**config.mk**
```make
export PLATFORM = sky130hd
export DESIGN_NAME = fifo_rr_arbiter
export DESIGN_NICKNAME = d
export VERILOG_FILES = /design/src/rtl/fifo_rr_arbiter.sv
export SDC_FILE = /design/constraint.sdc
export NUM_CORES = 1
export LEC_CHECK = 0
export ABC_CLOCK_PERIOD_IN_PS = 2500
export BUFFER_PORTS_ARGS = -buffer_cell sky130_fd_sc_hd__buf_2
export CORE_ASPECT_RATIO = 1.25
export CORE_UTILIZATION = 35
export CTS_CLUSTER_SIZE = 12
export DETAILED_ROUTE_END_ITERATION = 8
export MAX_ROUTING_LAYER = met4
export PLACE_DENSITY_LB_ADDON = 0.1
export SLEW_MARGIN = 20
export SYNTH_ARGS = -nofsm -noshare
export SYNTH_HDL_FRONTEND = slang
export SYNTH_SLANG_ARGS = --single-unit
```
**constraint.sdc**
```tcl
create_clock -name clk -period 2.5 [get_ports clk]
set_input_delay 0.25 -clock clk [delete_from_list [all_inputs] [get_ports clk]]
set_output_delay 0.25 -clock clk [all_outputs]
set_load 0.05 [all_outputs]
```
**src/rtl/fifo_rr_arbiter.sv**
```systemverilog
// Round-robin, burst-locked arbiter sharing one FIFO write port among NUM_REQ ready/valid sources.
// One idle arbitration cycle per grant; out_ready backpressure passes straight to the granted requester.
module fifo_rr_arbiter #(
  parameter int NUM_REQ   = 4,
  parameter int WIDTH     = 32,
  parameter int MAX_BURST = 8,
  localparam int SRC_W    = (NUM_REQ > 1) ? $clog2(NUM_REQ) : 1,
  localparam int CNT_W    = $clog2(MAX_BURST + 1)
) (
  input  logic                     clk,
  input  logic                     rst_n,
  input  logic [NUM_REQ-1:0]       req_valid,
  output logic [NUM_REQ-1:0]       req_ready,
  input  logic [NUM_REQ*WIDTH-1:0] req_data,
  input  logic [NUM_REQ-1:0]       req_last,
  output logic                     out_valid,
  input  logic                     out_ready,
  output logic [WIDTH-1:0]         out_data,
  output logic                     out_last,
  output logic [SRC_W-1:0]         out_src,
  output logic                     grant_active,
  output logic                     burst_err
);

  typedef enum logic {IDLE, BURST} state_t;

  state_t             state;
  logic [SRC_W-1:0]   rr_ptr;
  logic [SRC_W-1:0]   grant_idx;
  logic [CNT_W-1:0]   beat_cnt;

  logic [WIDTH-1:0]   data_arr [NUM_REQ];
  logic               busy;
  logic               accept;
  logic               release_c;
  logic               pick_vld;
  logic [SRC_W-1:0]   pick_idx;
  logic [SRC_W-1:0]   cand;
  logic [SRC_W-1:0]   next_ptr;
  int                 j;

  for (genvar i = 0; i < NUM_REQ; i++) begin : g_unpack
    assign data_arr[i] = req_data[i*WIDTH +: WIDTH];
  end

  // Scan from the highest offset down so the lowest offset from rr_ptr wins.
  always_comb begin
    pick_vld = 1'b0;
    pick_idx = '0;
    cand     = '0;
    j        = 0;
    for (int k = NUM_REQ - 1; k >= 0; k--) begin
      j = int'(rr_ptr) + k;
      if (j >= NUM_REQ) j = j - NUM_REQ;
      cand = SRC_W'(j);
      if (req_valid[cand]) begin
        pick_vld = 1'b1;
        pick_idx = cand;
      end
    end
  end

  assign busy         = (state == BURST);
  assign grant_active = busy;
  assign out_valid    = busy & req_valid[grant_idx];
  assign out_data     = busy ? data_arr[grant_idx] : '0;
  assign out_last     = busy & req_last[grant_idx];
  assign out_src      = busy ? grant_idx : '0;

  assign accept    = out_valid & out_ready;
  assign release_c = accept & (req_last[grant_idx] | (beat_cnt == CNT_W'(MAX_BURST - 1)));
  assign next_ptr  = (grant_idx == SRC_W'(NUM_REQ - 1)) ? '0 : grant_idx + SRC_W'(1);

  always_comb begin
    req_ready = '0;
    if (busy) req_ready[grant_idx] = out_ready;
  end

  always_ff @(posedge clk or negedge rst_n) begin
    if (!rst_n) begin
      state     <= IDLE;
      rr_ptr    <= '0;
      grant_idx <= '0;
      beat_cnt  <= '0;
      burst_err <= 1'b0;
    end else begin
      burst_err <= 1'b0;
      case (state)
        IDLE: begin
          if (pick_vld) begin
            grant_idx <= pick_idx;
            beat_cnt  <= '0;
            state     <= BURST;
          end
        end
        BURST: begin
          if (release_c) begin
            state     <= IDLE;
            rr_ptr    <= next_ptr;
            beat_cnt  <= '0;
            burst_err <= ~req_last[grant_idx];
          end else if (accept) begin
            beat_cnt <= beat_cnt + CNT_W'(1);
          end
        end
        default: state <= IDLE;
      endcase
    end
  end

endmodule

```
==> impl_metrics.json, run 1 <==
{
  "required_ns": 2.25,
  "cts_buffers": 3,
  "ys_warn_count": 0,
  "powerDensity_nw_per_um2": 1360,
  "drt-met1-wl_mm": 2.32,
  "ctsResizeCount": 0,
  "relSlewSlack_pct": 56.0,
  "gp_congestion": 0.819,
  "skew_ns": 0.00254,
  "vdd_drop_max_uv": 825,
  "ys.flop_type": "dfrtp_1",
  "rsz0062_at_grt": "false",
  "r2r_cells": 4,
  "clockBufferDepth": 2,
  "firstDrtPassIters": 4,
  "ys_types": 35,
  "nets": 472,
  "drive_gt1_share_pct": 70.3,
  "fin_crit_ns": 2.12,
  "root_buffer": "clkbuf_8",
  "synthToLayoutAreaGrowth_pct": 60.7,
  "syn_nets": 294,
  "crit_fanout": 10,
  "cellLeakagePower_nw": 1.38,
  "coreArea_um2": 4530,
  "worstSetupStartpointType": "flop",
  "status": "completed",
  "finalSetupViolCount": 0,
  "hold_viol": 0,
  "nFillCells": 412,
  "clk_pin_slew_ns": 0.05,
  "port_buffers": 180,
  "synth_edf_count": 0,
  "initial_core_util_pct": 37.2,
  "dp_hpwl_mm": 5.15,
  "power_w": 0.00367,
  "holdCritPathClass": "input port to asynchronous set/reset pin",
  "async_flop_share_pct": 100,
  "avgViaCountPerCell": 5.15,
  "grt_pass1_wl_mm": 9.11,
  "r2r_start": "grant_idx[0]$_DFFE_PN0P_",
  "totalWireLength_mm": 6.14,
  "grt.total_usage_pct": 24.1,
  "rows": 27,
  "cts_tree": "built",
  "highest_layer": "met4",
  "synth-seq-cells": 10,
  "end_kind": "output pin",
  "vias": 1992,
  "post-route-period-util_pct": 84.7,
  "yosysSeqAreaShare_pct": 14.8,
  "synthCells": 150,
  "grt-ovfl-total": 0,
  "max_freq_mhz": 472,
  "drcViolationCount": 0,
  "r2r_end": "rr_ptr[0]$_DFFE_PN0P_",
  "worst_pin_slew_ns": 0.660,
  "wl_per_cell_um": 15.9,
  "antenna_found_initial": 2,
  "syn-cell-area_um2": 1690,
  "drtIter0Drc": 88,
  "grt_pass1_vias": 1821,
  "cap_viol_max_count": 0,
  "route.met3.wl_um": 525,
  "wl_met2_mm": 3.19,
  "cp_data_arrival_time_ns": 1.87,
  "drv_slew": 0,
  "fp.dieArea_um2": 5100,
  "r2r_setup_slack_ns": 0.64,
  "setup_tns_ns": 0,
  "clk_latency_ns": 0.24,
  "htreeDepth": 1,
  "die_h_um": 79.6,
  "dieWidth_um": 64.1,
  "io_pins": 181,
  "avgSynthCellArea_um2": 11.2,
  "grt_max_degree": 26,
  "ant_nets": 0,
  "clkSinkCount": 10,
  "path_class": "flop to output pin"
}
[registers in the layout, summed over array words and instances (netlist names)]
name,cells
beat_cnt,4
grant_idx,2
rr_ptr,2
burst_err,1
grant_active,1
[cell usage in the layout (no fill, tap or decap), types with 2 or more instances in the layout]
cell type	count
dfrtp_1	9
inv_1	4
nand3_1	4
buf_4	4
ha_1	5
mux2_2	2
buf_2	180
clkbuf_8	3
nor2b_1	2
and2_1	34
nand2_1	5
nor2_1	8
o31ai_1	2
mux4_2	34
o21ai_0	2
o21bai_1	2
and3_1	4
diode_2	2
a21boi_0	2
a21oi_1	2
[cell type report]
class                      count  area [um2]  share of cell area, %
multi-input combinational    123        1360                   50.2
inverter                       4        15.0                  0.554
clock buffer                   4        45.0                   1.66
timing repair buffer         186         961                   35.5
sequential                    10         251                   9.28
tap                           58        72.6                   2.68
antenna                        2        5.00                  0.185
[cell families after synthesis]
| logic type | count (synthesis) | synth area share, % |
|---|---|---|
| mux | 36 | 46.8 |
| flops | 10 | 14.8 |
| compound gates | 15 | 6.31 |
| fa+ha+maj | 5 | 3.71 |
| buf+inv | 17 | 4.53 |
| simple gates | 67 | 23.8 |
[synth_stat cells, types with 2 or more instances]
cell	instances	area [um2]
o21bai_1	2	15.0
buf_2	4	20.0
and2_1	34	213
and3_1	4	25.0
mux2_2	2	22.5
clkbuf_1	6	22.5
o31ai_1	2	15.0
mux4_2	34	766
nand2_1	5	18.8
inv_1	4	15.0
buf_1	2	7.51
nor2b_1	2	12.5
nand3_1	4	20.0
a21boi_0	2	15.0
ha_1	5	62.6
dfrtp_1	10	250
nor2_1	8	30.0
a21oi_1	2	10.0
o21ai_0	2	10.0
[worst max path at each step]
stage                                   from               endpoint  slack (ns)  cells past startpoint
floorplan             grant_active$_DFF_PN0_             out_src[0]        0.40                      4
global route        grant_idx[0]$_DFFE_PN0P_           out_data[12]        0.29                      4
global placement    grant_idx[0]$_DFFE_PN0P_           out_data[12]        0.63                      4
finish              grant_idx[0]$_DFFE_PN0P_           out_data[12]        0.38                      4
CTS                 grant_idx[0]$_DFFE_PN0P_           out_data[12]        0.36                      4
detailed placement  grant_idx[0]$_DFFE_PN0P_  rr_ptr[1]$_DFFE_PN0P_        0.63                      4
[worst max-delay path, cell delays in order (launching register included)]
cell	delay, ns
dfrtp_2	0.46
buf_4	0.26
mux4_2	0.53
and2_1	0.17
buf_2	0.20
[report_power, final]
part | switching, W | internal [W] | leakage (nW)
sequential | 0.000103 | 0.000220 | 0.125
clock | 0.0000646 | 0.000112 | 0.0228
combinational | 0.00204 | 0.00113 | 1.23
total | 0.00221 | 0.00146 | 1.38
[per-layer routing]
metal | vias to the layer above | track usage (%)
met1 | 948 | 28.0
li1 | 942 | -
met4 | 0 | 6.59
met2 | 93 | 40.9
met5 | - | -
met3 | 9 | 6.71
[through the flow]
step	hold WS [ns]	util (%)	instances	cell area, um2	setup WS, ns
after floorplan	-0.0456	-	150	1690	0.404
after global placement	0.123	58.5	380	2650	0.628
after detailed placement	0.123	58.5	380	2650	0.633
after CTS	0.398	59.7	385	2700	0.362
after global routing	0.423	59.8	387	2710	0.294
final	0.399	59.8	387	2710	0.383
[timing repair]
| item | in CTS | in global routing |
|---|---|---|
| hold endpoints to repair | 10 | 0 |
| hold buffers | 1 | 0 |
| buffers inserted | 0 | 0 |
Note: power is estimated with default switching activity, not from simulation.
==> inputs of run 2 (changes only) <==
--- a/config.mk
+++ b/config.mk
@@ -5,10 +5,10 @@
 export SDC_FILE = /design/constraint.sdc
 export NUM_CORES = 1
 export LEC_CHECK = 0
-export ABC_CLOCK_PERIOD_IN_PS = 2500
+export ABC_CLOCK_PERIOD_IN_PS = 1800
 export BUFFER_PORTS_ARGS = -buffer_cell sky130_fd_sc_hd__buf_2
 export CORE_ASPECT_RATIO = 1.25
-export CORE_UTILIZATION = 35
+export CORE_UTILIZATION = 32
 export CTS_CLUSTER_SIZE = 12
 export DETAILED_ROUTE_END_ITERATION = 8
 export MAX_ROUTING_LAYER = met4
==> constraint.sdc (replaced) <==
create_clock -name clk -period 1.8 [get_ports clk]
set_input_delay 0.18 -clock clk [delete_from_list [all_inputs] [get_ports clk]]
set_output_delay 0.18 -clock clk [all_outputs]
set_load 0.05 [all_outputs]
==> run 2 against run 1 <==
Net effect: the run now ends with negative setup slack left; clock skew increased by 0.0027 ns; wire length increased by 6.8%; sequential share of layout area decreased by 1.2 points; clock power increased by 63%; via count increased by 4.5%; global-route usage decreased by 0.46 points; critical path depth unchanged; cell area increased by 15%; utilization increased by 1.6 points; die area increased by 9.1%; highest routed layer unchanged.
==> impl_metrics.json, run 2 (synthesis results as in run 1) <==
{
  "worst_pin_slew_ns": 0.580,
  "post-route-period-util_pct": 105,
  "drive_gt1_share_pct": 83.3,
  "clockBufferDepth": 2,
  "initial_core_util_pct": 33.2,
  "finalSetupViolCount": 36,
  "wl_per_cell_um": 16.5,
  "ant_nets": 0,
  "vdd_drop_max_uv": 1120,
  "drcViolationCount": 0,
  "fp.dieArea_um2": 5560,
  "nFillCells": 466,
  "powerDensity_nw_per_um2": 2050,
  "gp_congestion": 0.853,
  "cap_viol_max_count": 0,
  "die_h_um": 83.1,
  "synthToLayoutAreaGrowth_pct": 85.2,
  "root_buffer": "clkbuf_8",
  "timing.final.ws_setup_ns": -0.0969,
  "grt.total_usage_pct": 23.7,
  "port_buffers": 180,
  "status": "finished, violations left",
  "diodes": 0,
  "worstSetupStartpointType": "flop",
  "violations": "negative setup slack",
  "cpPeakStageDelay_ns": 0.50,
  "hold_slack_ns": 0.334,
  "crit_chain": "buf_12 -> mux4_2 -> and2_2 -> buf_6",
  "grt_pass1_wl_mm": 9.93,
  "cts_tree": "built",
  "rsz0062_at_grt": "true",
  "crit_fanout": 17,
  "fin_crit_ns": 1.90,
  "drv_slew": 0,
  "clk_pin_slew_ns": 0.05,
  "fin_cells": 397,
  "dp_hpwl_mm": 5.33,
  "pre_cts_ws_ns": 0.0251,
  "required_ns": 1.62,
  "nets": 480,
  "end_kind": "output pin",
  "grt_max_degree": 23,
  "relSlewSlack_pct": 61.0,
  "final_common_cell": "buf_2",
  "htreeDepth": 1,
  "cellLeakagePower_nw": 1.56,
  "path_class": "flop to output pin",
  "firstDrtPassIters": 4,
  "grt-ovfl-total": 0,
  "avgViaCountPerCell": 5.24,
  "totalWireLength_mm": 6.56,
  "rows": 29,
  "hold_viol": 0,
  "design_area_um2": 3120,
  "clk_latency_ns": 0.24,
  "clkSinkCount": 10,
  "holdCritPathClass": "input port to asynchronous set/reset pin",
  "most-common-layout-cells": "142 x buf_2, 36 x buf_6, 34 x mux4_2",
  "cts_buffers": 3,
  "power_w": 0.00640,
  "regMostFlops": "beat_cnt",
  "vias": 2081,
  "cp_data_arrival_time_ns": 1.72,
  "drtIter0Drc": 96,
  "reg_top3": "beat_cnt: 4 flops, grant_idx: 2 flops, rr_ptr: 2 flops",
  "max_freq_mhz": 527,
  "io_pins": 181,
  "dp.cells": 388,
  "grt_pass1_vias": 2106,
  "cpMaxStageDelayCell": "mux4_2",
  "largest_reg_flops": 4,
  "skew_ns": 0.00519,
  "antenna_found_initial": 0,
  "dieWidth_um": 66.9,
  "coreArea_um2": 5080,
  "place_area_um2": 2720
}
==> run 2: stage by stage <==
stage          util [%]  TNS [ns]
3_5_place_dp       53.6         0
5_1_grt            61.4     -4.63
6_report           61.4     -2.40
2_1_floorplan         -    -0.856
3_3_place_gp       53.6         0
4_1_cts            60.9     -2.96
==> run 2: worst max-delay path, delay by kind of cell (launching register included) <==
| kind | cells | cell delay (ns) |
|---|---|---|
| flops | 1 | 0.42 |
| buf+inv | 2 | 0.34 |
| mux | 1 | 0.50 |
| simple gates | 1 | 0.21 |
==> run 2: layout make-up <==
class / instances / area, um2 / area share (%)
repair buffers: 194 / 1260 / 40.5
flip-flops and latches: 10 / 253 / 8.10
well taps: 62 / 77.6 / 2.49
clock buffers: 4 / 55.1 / 1.76
inverters: 4 / 15.0 / 0.481
multi-input cells: 123 / 1460 / 46.7
==> run 2: metal layers <==
layer / share of wire [%] / GRT usage, %
met5: 0 / -
met1: 36 / 25.6
met4: 2.8 / 8.70
met3: 7.7 / 4.67
met2: 53 / 41.5
==> run 2: worst paths after layout <==
kind	endpoint	start	slack [ns]	depth (start not counted)
worst max-delay path	out_data[13]	grant_idx[0]$_DFFE_PN0P_	-0.1	4
worst min-delay path	beat_cnt[0]$_DFFE_PN0P_	rst_n	0.33	2
worst max register to register	rr_ptr[0]$_DFFE_PN0P_	grant_idx[0]$_DFFE_PN0P_	-0.03	5
worst min register to register	beat_cnt[0]$_DFFE_PN0P_	beat_cnt[0]$_DFFE_PN0P_	0.52	1
max in group asynchronous	grant_idx[1]$_DFFE_PN0P_	rst_n	1.25	2
min in group clk	beat_cnt[2]$_DFFE_PN0P_	req_valid[0]	0.36	4
==> run 2: power breakdown <==
group          switching, W  internal [W]
clock network     0.0000940      0.000193
registers          0.000123      0.000308
logic               0.00307       0.00261
total               0.00329       0.00311
==> run 2: repair_timing <==
item,in CTS,in global routing
endpoints found under the setup margin,36,39
hold buffers,1,0
setup buffers,3,1
resized for setup,97,9
endpoints found under the hold margin,10,0
